$ cat config.mk
export PLATFORM = sky130hd
export DESIGN_NAME = event_encoder16
export DESIGN_NICKNAME = d
export VERILOG_FILES = /design/src/rtl/event_encoder16.sv
export SDC_FILE = /design/constraint.sdc
export NUM_CORES = 1
export LEC_CHECK = 0
export CAP_MARGIN = 10
export CORE_ASPECT_RATIO = 0.8
export CORE_MARGIN = 1.5
export CORE_UTILIZATION = 45
export DETAILED_ROUTE_END_ITERATION = 16
export PLACE_DENSITY = 0.72
export SYNTH_ARGS = -nofsm -noshare
export SYNTH_HDL_FRONTEND = slang
export SYNTH_SLANG_ARGS = --single-unit
$ cat constraint.sdc
create_clock -name clk -period 4.35 [get_ports clk]
set_input_delay 0.87 -clock clk [delete_from_list [all_inputs] [get_ports clk]]
set_output_delay 0.87 -clock clk [all_outputs]
set_load 0.01 [all_outputs]
$ cat src/rtl/event_encoder16.sv
// Sequential 16-to-4 event encoder: sticky pending register, priority pick,
// valid/ready presentation of one index at a time, plus overflow tracking.
module event_encoder16 #(
    parameter bit LOW_FIRST = 1'b1
) (
    input  logic        clk,
    input  logic        rst_n,
    input  logic [15:0] req,
    input  logic        ready,
    input  logic        ovf_clr,
    output logic        valid,
    output logic        a,
    output logic        b,
    output logic        c,
    output logic        d,
    output logic [4:0]  pend_cnt,
    output logic        overflow
);

    typedef enum logic [0:0] {StIdle, StHold} state_e;

    state_e      r_state;
    state_e      w_state_next;
    logic [15:0] r_pending;
    logic [15:0] w_pending_next;
    logic [3:0]  r_code;
    logic [3:0]  w_code_next;
    logic [4:0]  r_cnt;
    logic        r_ovf;
    logic        w_ovf_next;

    logic        w_accept;
    logic [15:0] w_clr_mask;
    logic [15:0] w_rest;
    logic        w_ovf_set;

    // First set bit in the configured scan direction; 0 when x is empty.
    function automatic logic [3:0] prio(input logic [15:0] x);
        logic [3:0] idx;
        idx = '0;
        if (LOW_FIRST) begin
            for (int i = 15; i >= 0; i--) begin
                if (x[i]) idx = 4'(i);
            end
        end else begin
            for (int i = 0; i < 16; i++) begin
                if (x[i]) idx = 4'(i);
            end
        end
        return idx;
    endfunction

    function automatic logic [4:0] popcount(input logic [15:0] x);
        logic [4:0] n;
        n = '0;
        for (int i = 0; i < 16; i++) begin
            n = n + {4'b0000, x[i]};
        end
        return n;
    endfunction

    assign w_accept       = (r_state == StHold) && ready;
    assign w_clr_mask     = w_accept ? (16'h0001 << r_code) : 16'h0000;
    assign w_rest         = r_pending & ~w_clr_mask;
    // A new req on the bit being accepted re-arms it; only untouched pending bits overflow.
    assign w_pending_next = w_rest | req;
    assign w_ovf_set      = |(req & w_rest);
    assign w_ovf_next     = w_ovf_set ? 1'b1 : (ovf_clr ? 1'b0 : r_ovf);

    always_comb begin
        w_state_next = r_state;
        w_code_next  = r_code;
        case (r_state)
            StIdle: begin
                if (r_pending != 16'h0000) begin
                    w_code_next  = prio(r_pending);
                    w_state_next = StHold;
                end
            end
            StHold: begin
                // Same-cycle req bits are excluded so they never preempt a transfer.
                if (ready) begin
                    if (w_rest != 16'h0000) begin
                        w_code_next = prio(w_rest);
                    end else begin
                        w_state_next = StIdle;
                    end
                end
            end
            default: w_state_next = StIdle;
        endcase
    end

    always_ff @(posedge clk or negedge rst_n) begin
        if (!rst_n) begin
            r_state   <= StIdle;
            r_pending <= '0;
            r_code    <= '0;
            r_cnt     <= '0;
            r_ovf     <= 1'b0;
        end else begin
            r_state   <= w_state_next;
            r_pending <= w_pending_next;
            r_code    <= w_code_next;
            r_cnt     <= popcount(w_pending_next);
            r_ovf     <= w_ovf_next;
        end
    end

    assign valid    = (r_state == StHold);
    assign a        = r_code[3];
    assign b        = r_code[2];
    assign c        = r_code[1];
    assign d        = r_code[0];
    assign pend_cnt = r_cnt;
    assign overflow = r_ovf;

endmodule

---- After elaboration in Yosys (flattened, before gate mapping) ----
Cells that the tools add are included.
storage, ports and cells
  register bits after elaboration ......... 27
  input port bits ......................... 20
  output and inout bits ................... 11
  word-level logic and storage cells ...... 78
cells by class
  add/subtract/negate cells ............... 15
  equal/unequal tests ..................... 3
  shift operators ......................... 1
  muxes and demuxes ....................... 43
  bitwise operators ....................... 5
  reductions and logical operators ........ 6
operators with widths
  kind                  count
  $mux 4                35
  $add 5x1->5           11
  $and 16x16->16        2
  $reduce_bool 16->1    2
  $mux 16               1
  $not 16->16           1
  $or 16x16->16         1
  $reduce_or 16->1      1
  $shl 1x4->16 const A  1
  $pmux 4 s2            1
  $add 4x1->5           1
  $mux 1                5
  $add 3x1->4           1
  $ne 2x2->1 const B    2
  $add 2x1->3           1
  $reduce_and 3->1      1
  $add 1x1->2           1
  $ne 2x1->1 const B    1
  $pmux 1 s2            1
  $reduce_bool 2->1     1
  $logic_and 1x1->1     1
  $not 1->1             1

---- Logic depth before layout (Yosys ltp) ----
Gate-level depths: netlist (run 1).
  depth in word-level cells ............... 23
  mapped depth ............................ 16
  mapped depth without buffers ............ 15

---- Worst setup path after synthesis (run 1) ----
No wires, ideal clock.
  kind .................................... input-to-reg
  start ................................... in ready
  end ..................................... reg r_cnt[4] (netlist: pend_cnt[4])
  setup time .............................. 0.064 ns
  arrival ................................. 4.430 ns
  data required time ...................... 4.286 ns
  path slack .............................. -0.145 ns
  stages .................................. 14
  path buffers ............................ 0
  cell sequence ........................... nand4_2 -> o21a_1 -> or2_2 -> fa_1 -> fa_1 -> inv_1 -> fa_1 -> inv_1 -> fa_1 -> ha_1 -> inv_1 -> fa_1 -> nor2b_1 -> o21a_1
on the way
  elaborated cells between the ends (all ways) .. 20
  those cells by class .................... 15 x add/sub; 1 x mux; 3 x bitwise; 1 x reduce/logical
RTL lines
  element                       RTL line  text
  from (decl)                   9         input logic ready,
  $logic_and 1x1->1             62        assign w_accept = (r_state == StHold) && ready;
  $mux 16                       63        assign w_clr_mask = w_accept ? (16'h0001 << r_code) : 16'h0000;
  $not 16->16                   64        assign w_rest = r_pending & ~w_clr_mask;
  $and 16x16->16                64
  $or 16x16->16                 66        assign w_pending_next = w_rest | req;
  named net w_pending_next[11]  25        logic [15:0] w_pending_next;
  $add 5x1->5 (5 in series)     57        n = n + {4'b0000, x[i]};
  to (signal assigned)          105       r_cnt <= popcount(w_pending_next);
  to (decl)                     28        logic [4:0] r_cnt;
The timed path passes the listed nets, and every way through them passes these cells.
A chain may end at the register's enable or synchronous reset.

---- Final worst setup path (run 1) ----
  start ................................... in ready
  end ..................................... reg r_cnt[1] (netlist: pend_cnt[1])
Same word-level chain as after synthesis.

==> results of run 1 <==
what timing repair did:
item	in CTS	in global routing
setup buffers	0	1
gates resized for setup	7	9
pin swaps	2	2
endpoints found under the setup margin	4	4
power by group:
group / switching (mW) / internal (mW)
clock: 0.0857 / 0.0653
combinational: 0.110 / 0.134
sequential: 0.0177 / 0.280
total: 0.213 / 0.479
cell families after synthesis:
logic type / Yosys count / synth area share, %
AND/OR/NAND/NOR: 64 / 20.54
XOR/XNOR: 2 / 0.9075
AO/OA/AOI/OAI: 68 / 23.91
flip-flops: 27 / 35.00
adder cells (fa/ha/maj): 15 / 13.61
buffers and inverters: 24 / 5.444
multiplexers: 1 / 0.5832
worst max path at each step:
stage / start / to / slack [ns] / depth (start not counted)
6_report: ready / pend_cnt[1] / 0.06 / 14
2_1_floorplan: ready / pend_cnt[1] / 0.0004 / 13
4_1_cts: ready / pend_cnt[1] / 0.03 / 14
3_3_place_gp: ready / pend_cnt[1] / -0.72 / 14
3_5_place_dp: ready / pend_cnt[1] / -0.79 / 14
5_1_grt: ready / pend_cnt[4] / -0.06 / 15
cell usage in the layout (no fill, tap or decap), types with 4 or more instances in the layout:
master / synthesis / layout
a31oi_1: 4 / 4
o21ai_1: 6 / 9
nor2b_1: 4 / 4
nand2_1: 10 / 10
fa_1: 10 / 9
inv_1: 22 / 19
a211oi_1: 4 / 4
dfrtp_1: 27 / 27
nand2b_1: 13 / 12
ha_1: 5 / 4
buf_4: 0 / 31
o21a_1: 12 / 11
nor2_1: 13 / 13
a21oi_1: 13 / 13
o21ai_0: 10 / 6
clkdlybuf4s50_1: 0 / 29
sequential cells by signal (all words and copies together) (netlist names):
register / count
valid: 1
r_pending: 16
pend_cnt: 5
r_code: 4
overflow: 1
critical path: cells and delay by family:
family          cells  cell delay (ns)
fa+ha+maj           6             2.73
buf+inv             5             0.25
compound gates      1             0.22
simple gates        2             0.39
final cells by class:
| class | count | area (um^2) | area share [%] |
|---|---|---|---|
| multi-input cells | 150 | 1185 | 45.55 |
| well taps | 57 | 71.32 | 2.742 |
| clock inverters | 1 | 7.507 | 0.2886 |
| repair buffers | 61 | 538.0 | 20.68 |
| flip-flops and latches | 27 | 675.6 | 25.97 |
| clock buffers | 3 | 41.29 | 1.587 |
| inverters | 22 | 82.58 | 3.175 |
stage by stage:
| step | cells | utilization (%) | hold slack (ns) |
|---|---|---|---|
| 2_1_floorplan | 201 | - | 0.5744 |
| 3_3_place_gp | 316 | 61.03 | 0.6481 |
| 3_5_place_dp | 316 | 61.03 | 0.6571 |
| 4_1_cts | 320 | 62.15 | 0.6769 |
| 5_1_grt | 321 | 62.66 | 0.7277 |
| 6_report | 321 | 62.66 | 0.6884 |
cell usage after synthesis (3+ instances only):
cell      number
dfrtp_1       27
inv_1         22
a21oi_1       13
nand2b_1      13
nor2_1        13
o21a_1        12
fa_1          10
nand2_1       10
o21ai_0       10
o21ai_1        6
ha_1           5
a211oi_1       4
a31oi_1        4
nor2b_1        4
nand3_1        3
o31ai_1        3
or2_2          3
metal layers:
metal	GRT usage [%]	share of wire (%)	vias to the layer above
li1	-	-	856
met1	34.54	46	879
met2	41.96	44	95
met3	4.444	8.0	14
met4	4.233	1.7	0
met5	0	0	-
==> results.md, run 1 <==
* Unique cell type count in the Yosys netlist at 46
* WHS Endpoint: r_code[2]
* Worst setup EP type: register
* Syn Area/Cell at 9.605 um^2
* Yosys top cell by area: dfrtp_1
* Hold Path Class: reg -> reg
* Worst Tran Pin Value at 0.5150 ns
* Crit-path slowest cell: fa_1
* RSZ-0062 raised after global routing: true
* Setup_tns at 0 ns
* Asr flop ratio synth at 100.0%
* Vias in the first global route at 1752
* Reg2Reg Capture Point: pend_cnt[1]
* Setup crit start kind: input port
* Mapped Nets at 236
* Setup violators final at 0
* Initial antenna violation count at 0
* Die area at 4695 um^2
* Drt pass-1 iters at 5
* Total track usage at 24.79%
* Clock transition at the registers of the reported paths at 0.10 ns
* Final Power at 692.8 uW
* Post-route setup slack at 0.06103 ns
* Post-CTS Hold Buffers at 0
* Crit path cell chain: buf_8 -> nand4_4 -> o21a_1 -> or2_4 -> fa_1 -> fa_1 -> inv_2 -> fa_1 -> inv_2 -> fa_1 -> ha_2 -> inv_2 -> fa_2 -> inv_1
* Max FO, Critical Path at 5
* Crit path DAT at 4.48 ns
* First-pass GRT wire length at 8.783 mm
* CTS tree: yes
* N_diodes at 0
* Max-cap violations at 0
* Layout fillers at 366
* Worst path most repeated cell: fa_1
* PwrDens at 266.3 nW/um^2
* Total Wirelength at 5.290 mm
* Cells after synthesis at 201
* Initial core utilization at 46.50%
* Die H at 61.59 um
* Total gr overflow at 0
* CTS sink cnt at 27
* WL/cell at 16.48 um
* Clock latency on the worst-skew pair at 0.28 ns
* Placed cell area at 2534 um^2
* Hold path depth at 2
* Drt drc at 0
* Synth warnings at 0
* Port bufs at 30
* Primary FF master, synth: dfrtp_1
* Largest net degree at the start of global routing at 28
* Seq cells post-synth at 27
* Internal reg-to-reg setup slack at 0.11 ns
* CTS Buf Count at 3
* RD Place Congestion at 0.9165
* Fmax at 233.2 MHz
* Layout cells sized above 1 at 20.83%
* Period utilization at 98.60%
* Site row count at 21
* Sequential fraction of the synthesis area at 35.00%
* Share of the synthesized area in the top cell type at 35.00%
* Slowest cell delay on critical path at 0.52 ns
* Synthesis-to-finish area growth at 34.74%
* Post-synth EDFFs at 0
* Vias per cell at 5.745
* CP required at 4.54 ns
* Core box area at 4151 um^2
* Clock Skew at 0.005435 ns
* Setup CP Type: in -> reg
* Via count at 1844
* Worst reg2reg path startpoint: r_code[1]
* Status: finished clean
* Mapped Area at 1931 um^2
* Final Slew Violations at 0
* Die X at 76.23 um
* Max Root-Sink Buffers at 2
* Pre-CTS WS at -0.7865 ns
* CTS H-tree depth at 1
* Final Cell Area at 2601 um^2
* Dpl hpwl at 4.323 mm
* Crit path time final at 4.289 ns
* Clock Tree Root: clkbuf_8
* Routed Antenna Nets at 0
* I/O pin count at 31
* Largest cells by area after synthesis: dfrtp_1 35%, fa_1 10%, o21a_1 4.7%
* Reg2Reg Depth at 13
* First-iteration detailed-routing DRC count at 238
* Max-Slew Margin vs Limit at 65.30%
* Final Hold Vio Count at 0
* Pleak at 1.000 nW
* Post-layout net count at 300
* Worst VDD drop at 0.2411 mV
* Hold Startpoint: r_code[2]
No activity file was read; power rests on OpenSTA's default activity.
==> run 2, diff against run 1 <==
- CORE_MARGIN: 1.5 -> not set
==> run 2 against run 1 <==
Net effect:
- power is 1.5% higher
- combinational power increased by 5%
- clock power about the same
- wire length up 0.15%
- via count is 3.2% lower
- non-clock buffer count down 2
- die area decreased by 2.9%
- cell area increased by 0.77%
- count of clock-buffer cells in the layout unchanged
- global-route usage up 0.72 points
- largest cell class unchanged
==> results.md, run 2 (synthesis gave the netlist of run 1 again) <==
* Status: finished clean (unchanged)
* Vias per cell at 5.631 (was 5.745)
* Die area at 4558 um^2 (was 4695 um^2)
* Post-layout net count at 298 (was 300)
* Total track usage at 25.51% (was 24.79%)
* Synthesis-to-finish area growth at 35.77% (was 34.74%)
* Dpl hpwl at 4.343 mm (was 4.323 mm)
* Largest register FFs at 16 (unchanged)
* Commonest cells after routing, fill and taps aside: 29 x buf_4, 28 x clkdlybuf4s50_1, 26 x dfrtp_1 (was 31 x buf_4, 29 x clkdlybuf4s50_1, 27 x dfrtp_1)
* WL/cell at 16.71 um (was 16.48 um)
* Total Wirelength at 5.298 mm (was 5.290 mm)
* Crit path DAT at 4.46 ns (was 4.48 ns)
* Setup CP Type: in -> reg (unchanged)
* Vias in the first global route at 1738 (was 1752)
* WP buf/inv at 4 (was 5)
* Port bufs at 30 (unchanged)
* PwrDens at 268.4 nW/um^2 (was 266.3 nW/um^2)
* Pre-CTS WS at -0.7201 ns (was -0.7865 ns)
* Initial antenna violation count at 0 (unchanged)
* Via count at 1785 (was 1844)
* Reg2Reg Capture Point: pend_cnt[4] (was pend_cnt[1])
* Setup crit start kind: input port (unchanged)
* Largest net degree at the start of global routing at 28 (unchanged)
* First-pass GRT wire length at 8.452 mm (was 8.783 mm)
* Clock Tree Root: clkbuf_8 (unchanged)
* Max-cap violations at 0 (unchanged)
* Clock transition at the registers of the reported paths at 0.11 ns (was 0.10 ns)
* Worst path most repeated cell: fa_1 (unchanged)
* Placed cell area at 2501 um^2 (was 2534 um^2)
* Site row count at 20 (was 21)
* CTS H-tree depth at 1 (unchanged)
* CTS tree: yes (unchanged)
* Worst reg2reg path startpoint: r_code[1] (unchanged)
* Hold Startpoint: r_pending[0] (was r_code[2])
* Most common cell after layout, fill and taps aside: buf_4 (unchanged)
* Final Hold Vio Count at 0 (unchanged)
* Final Slew Violations at 0 (unchanged)
* Crit path time final at 4.241 ns (was 4.289 ns)
* Routed Antenna Nets at 0 (unchanged)
* Hold path depth at 2 (unchanged)
* Worst Tran Pin Value at 0.4589 ns (was 0.5150 ns)
* Max FO, Critical Path at 5 (unchanged)
* Crit path cell chain: buf_6 -> nand4_4 -> o21a_4 -> or2_4 -> fa_1 -> fa_1 -> inv_2 -> fa_1 -> inv_1 -> fa_1 -> ha_2 -> inv_2 -> fa_2 -> nor2b_1 -> o21a_1 (was buf_8 -> nand4_4 -> o21a_1 -> or2_4 -> fa_1 -> fa_1 -> inv_2 -> fa_1 -> inv_2 -> fa_1 -> ha_2 -> inv_2 -> fa_2 -> inv_1)
* Reg area at 676.9 um^2 (was 675.6 um^2)
* Worst VDD drop at 0.2318 mV (was 0.2411 mV)
* Final Cell Area at 2621 um^2 (was 2601 um^2)
* Reg2Reg Depth at 14 (was 13)
* First-iteration detailed-routing DRC count at 179 (was 238)
* RD Place Congestion at 0.9216 (was 0.9165)
* Drt drc at 0 (unchanged)
* Slowest cell delay on critical path at 0.51 ns (was 0.52 ns)
* Clock Skew at 0.01341 ns (was 0.005435 ns)
* Layout fillers at 343 (was 366)
* Hold Path Class: reg -> reg (unchanged)
* Layout cells sized above 1 at 21.37% (was 20.83%)
* CP required at 4.57 ns (was 4.54 ns)
* Drt pass-1 iters at 4 (was 5)
* Internal reg-to-reg setup slack at 0.16 ns (was 0.11 ns)
* Critical path's top delay family: adder cells (unchanged)
* CTS sink cnt at 27 (unchanged)
* Multi-input logic area at 1222 um^2 (was 1185 um^2)
* Clock latency on the worst-skew pair at 0.28 ns (about the same)
* Crit-path slowest cell: fa_1 (unchanged)
* N_diodes at 0 (unchanged)
* Largest reg by FF count: r_pending (unchanged)
* Die X at 75.23 um (was 76.23 um)
* Core box area at 3954 um^2 (was 4151 um^2)
* Post-route setup slack at 0.1086 ns (was 0.06103 ns)
* Setup violators final at 0 (unchanged)
* Total gr overflow at 0 (unchanged)
* Initial core utilization at 48.83% (was 46.50%)
* CTS Buf Count at 3 (unchanged)
* I/O pin count at 31 (unchanged)
* Die H at 60.59 um (was 61.59 um)
* Period utilization at 97.50% (was 98.60%)
* Max-Slew Margin vs Limit at 69.08% (was 65.30%)
* Fmax at 235.8 MHz (was 233.2 MHz)
* Max Root-Sink Buffers at 2 (unchanged)
* Post-CTS Hold Buffers at 0 (unchanged)
* WHS Endpoint: r_pending[0] (was r_code[2])
* Worst setup EP type: register (unchanged)
* Pleak at 1.012 nW (was 1.000 nW)
[run 2: cell types whose count changed in the layout (fill, tap and decap cells not counted), sizes merged]
cell / change
buf: -2
clkdlybuf4s50: -1
dlymetal6s2s: +1
[run 2: layout make-up]
cell class	count	area share, %
clock buffer	3	1.575
multi-input combinational	150	46.63
timing repair buffer	59	19.90
sequential	27	25.82
clock inverter	1	0.2864
tap	55	2.625
inverter	22	3.150
[run 2: routing by layer]
metal  wire length (um)  part of all wire (%)  up-vias  GRT usage (%)
li1                   -                     -      849              -
met1               2413                    46      854          36.34
met2               2415                    46       76          40.67
met3                410                   7.7        6          5.316
met4                 59                   1.1        0          5.291
met5                  0                     0        -              0
[run 2: what timing repair did]
item,CTS,global route
gates resized for setup,7,12
setup endpoints to repair,4,4
buffers inserted,0,3
pin swaps,1,3
endpoints found under the hold margin,0,0
[run 2: tightest hold or removal path: stages, from the launching register on]
cell	delay [ns]
dfrtp_1	0.45
o21ai_4	0.09
nand2_2	0.07
[run 2: how the worst max path moves through the flow]
| stage | cells past startpoint | from | endpoint |
|---|---|---|---|
| after global routing | 15 | ready | pend_cnt[4] |
| after CTS | 15 | ready | pend_cnt[4] |
| final | 15 | ready | pend_cnt[4] |
| after global placement | 14 | ready | pend_cnt[1] |
| after floorplan | 13 | ready | pend_cnt[1] |
| after detailed placement | 14 | ready | pend_cnt[1] |
[run 2: through the flow]
step / std cells / util (%) / hold slack, ns / setup TNS, ns / power (mW)
after floorplan: 201 / - / 0.5744 / 0 / 0.4190
after global placement: 310 / 63.26 / 0.6518 / -2.702 / 0.5367
after detailed placement: 310 / 63.26 / 0.6646 / -3.023 / 0.5416
after global routing: 317 / 66.30 / 0.7021 / -0.002780 / 0.7417
after CTS: 314 / 64.68 / 0.6791 / 0 / 0.6978
final: 317 / 66.30 / 0.6544 / 0 / 0.7034
[run 2: power by group]
part           total, mW  switching [mW]  internal [mW]
combinational      0.255           0.114          0.141
clock              0.150          0.0848         0.0652
sequential         0.299          0.0183          0.280
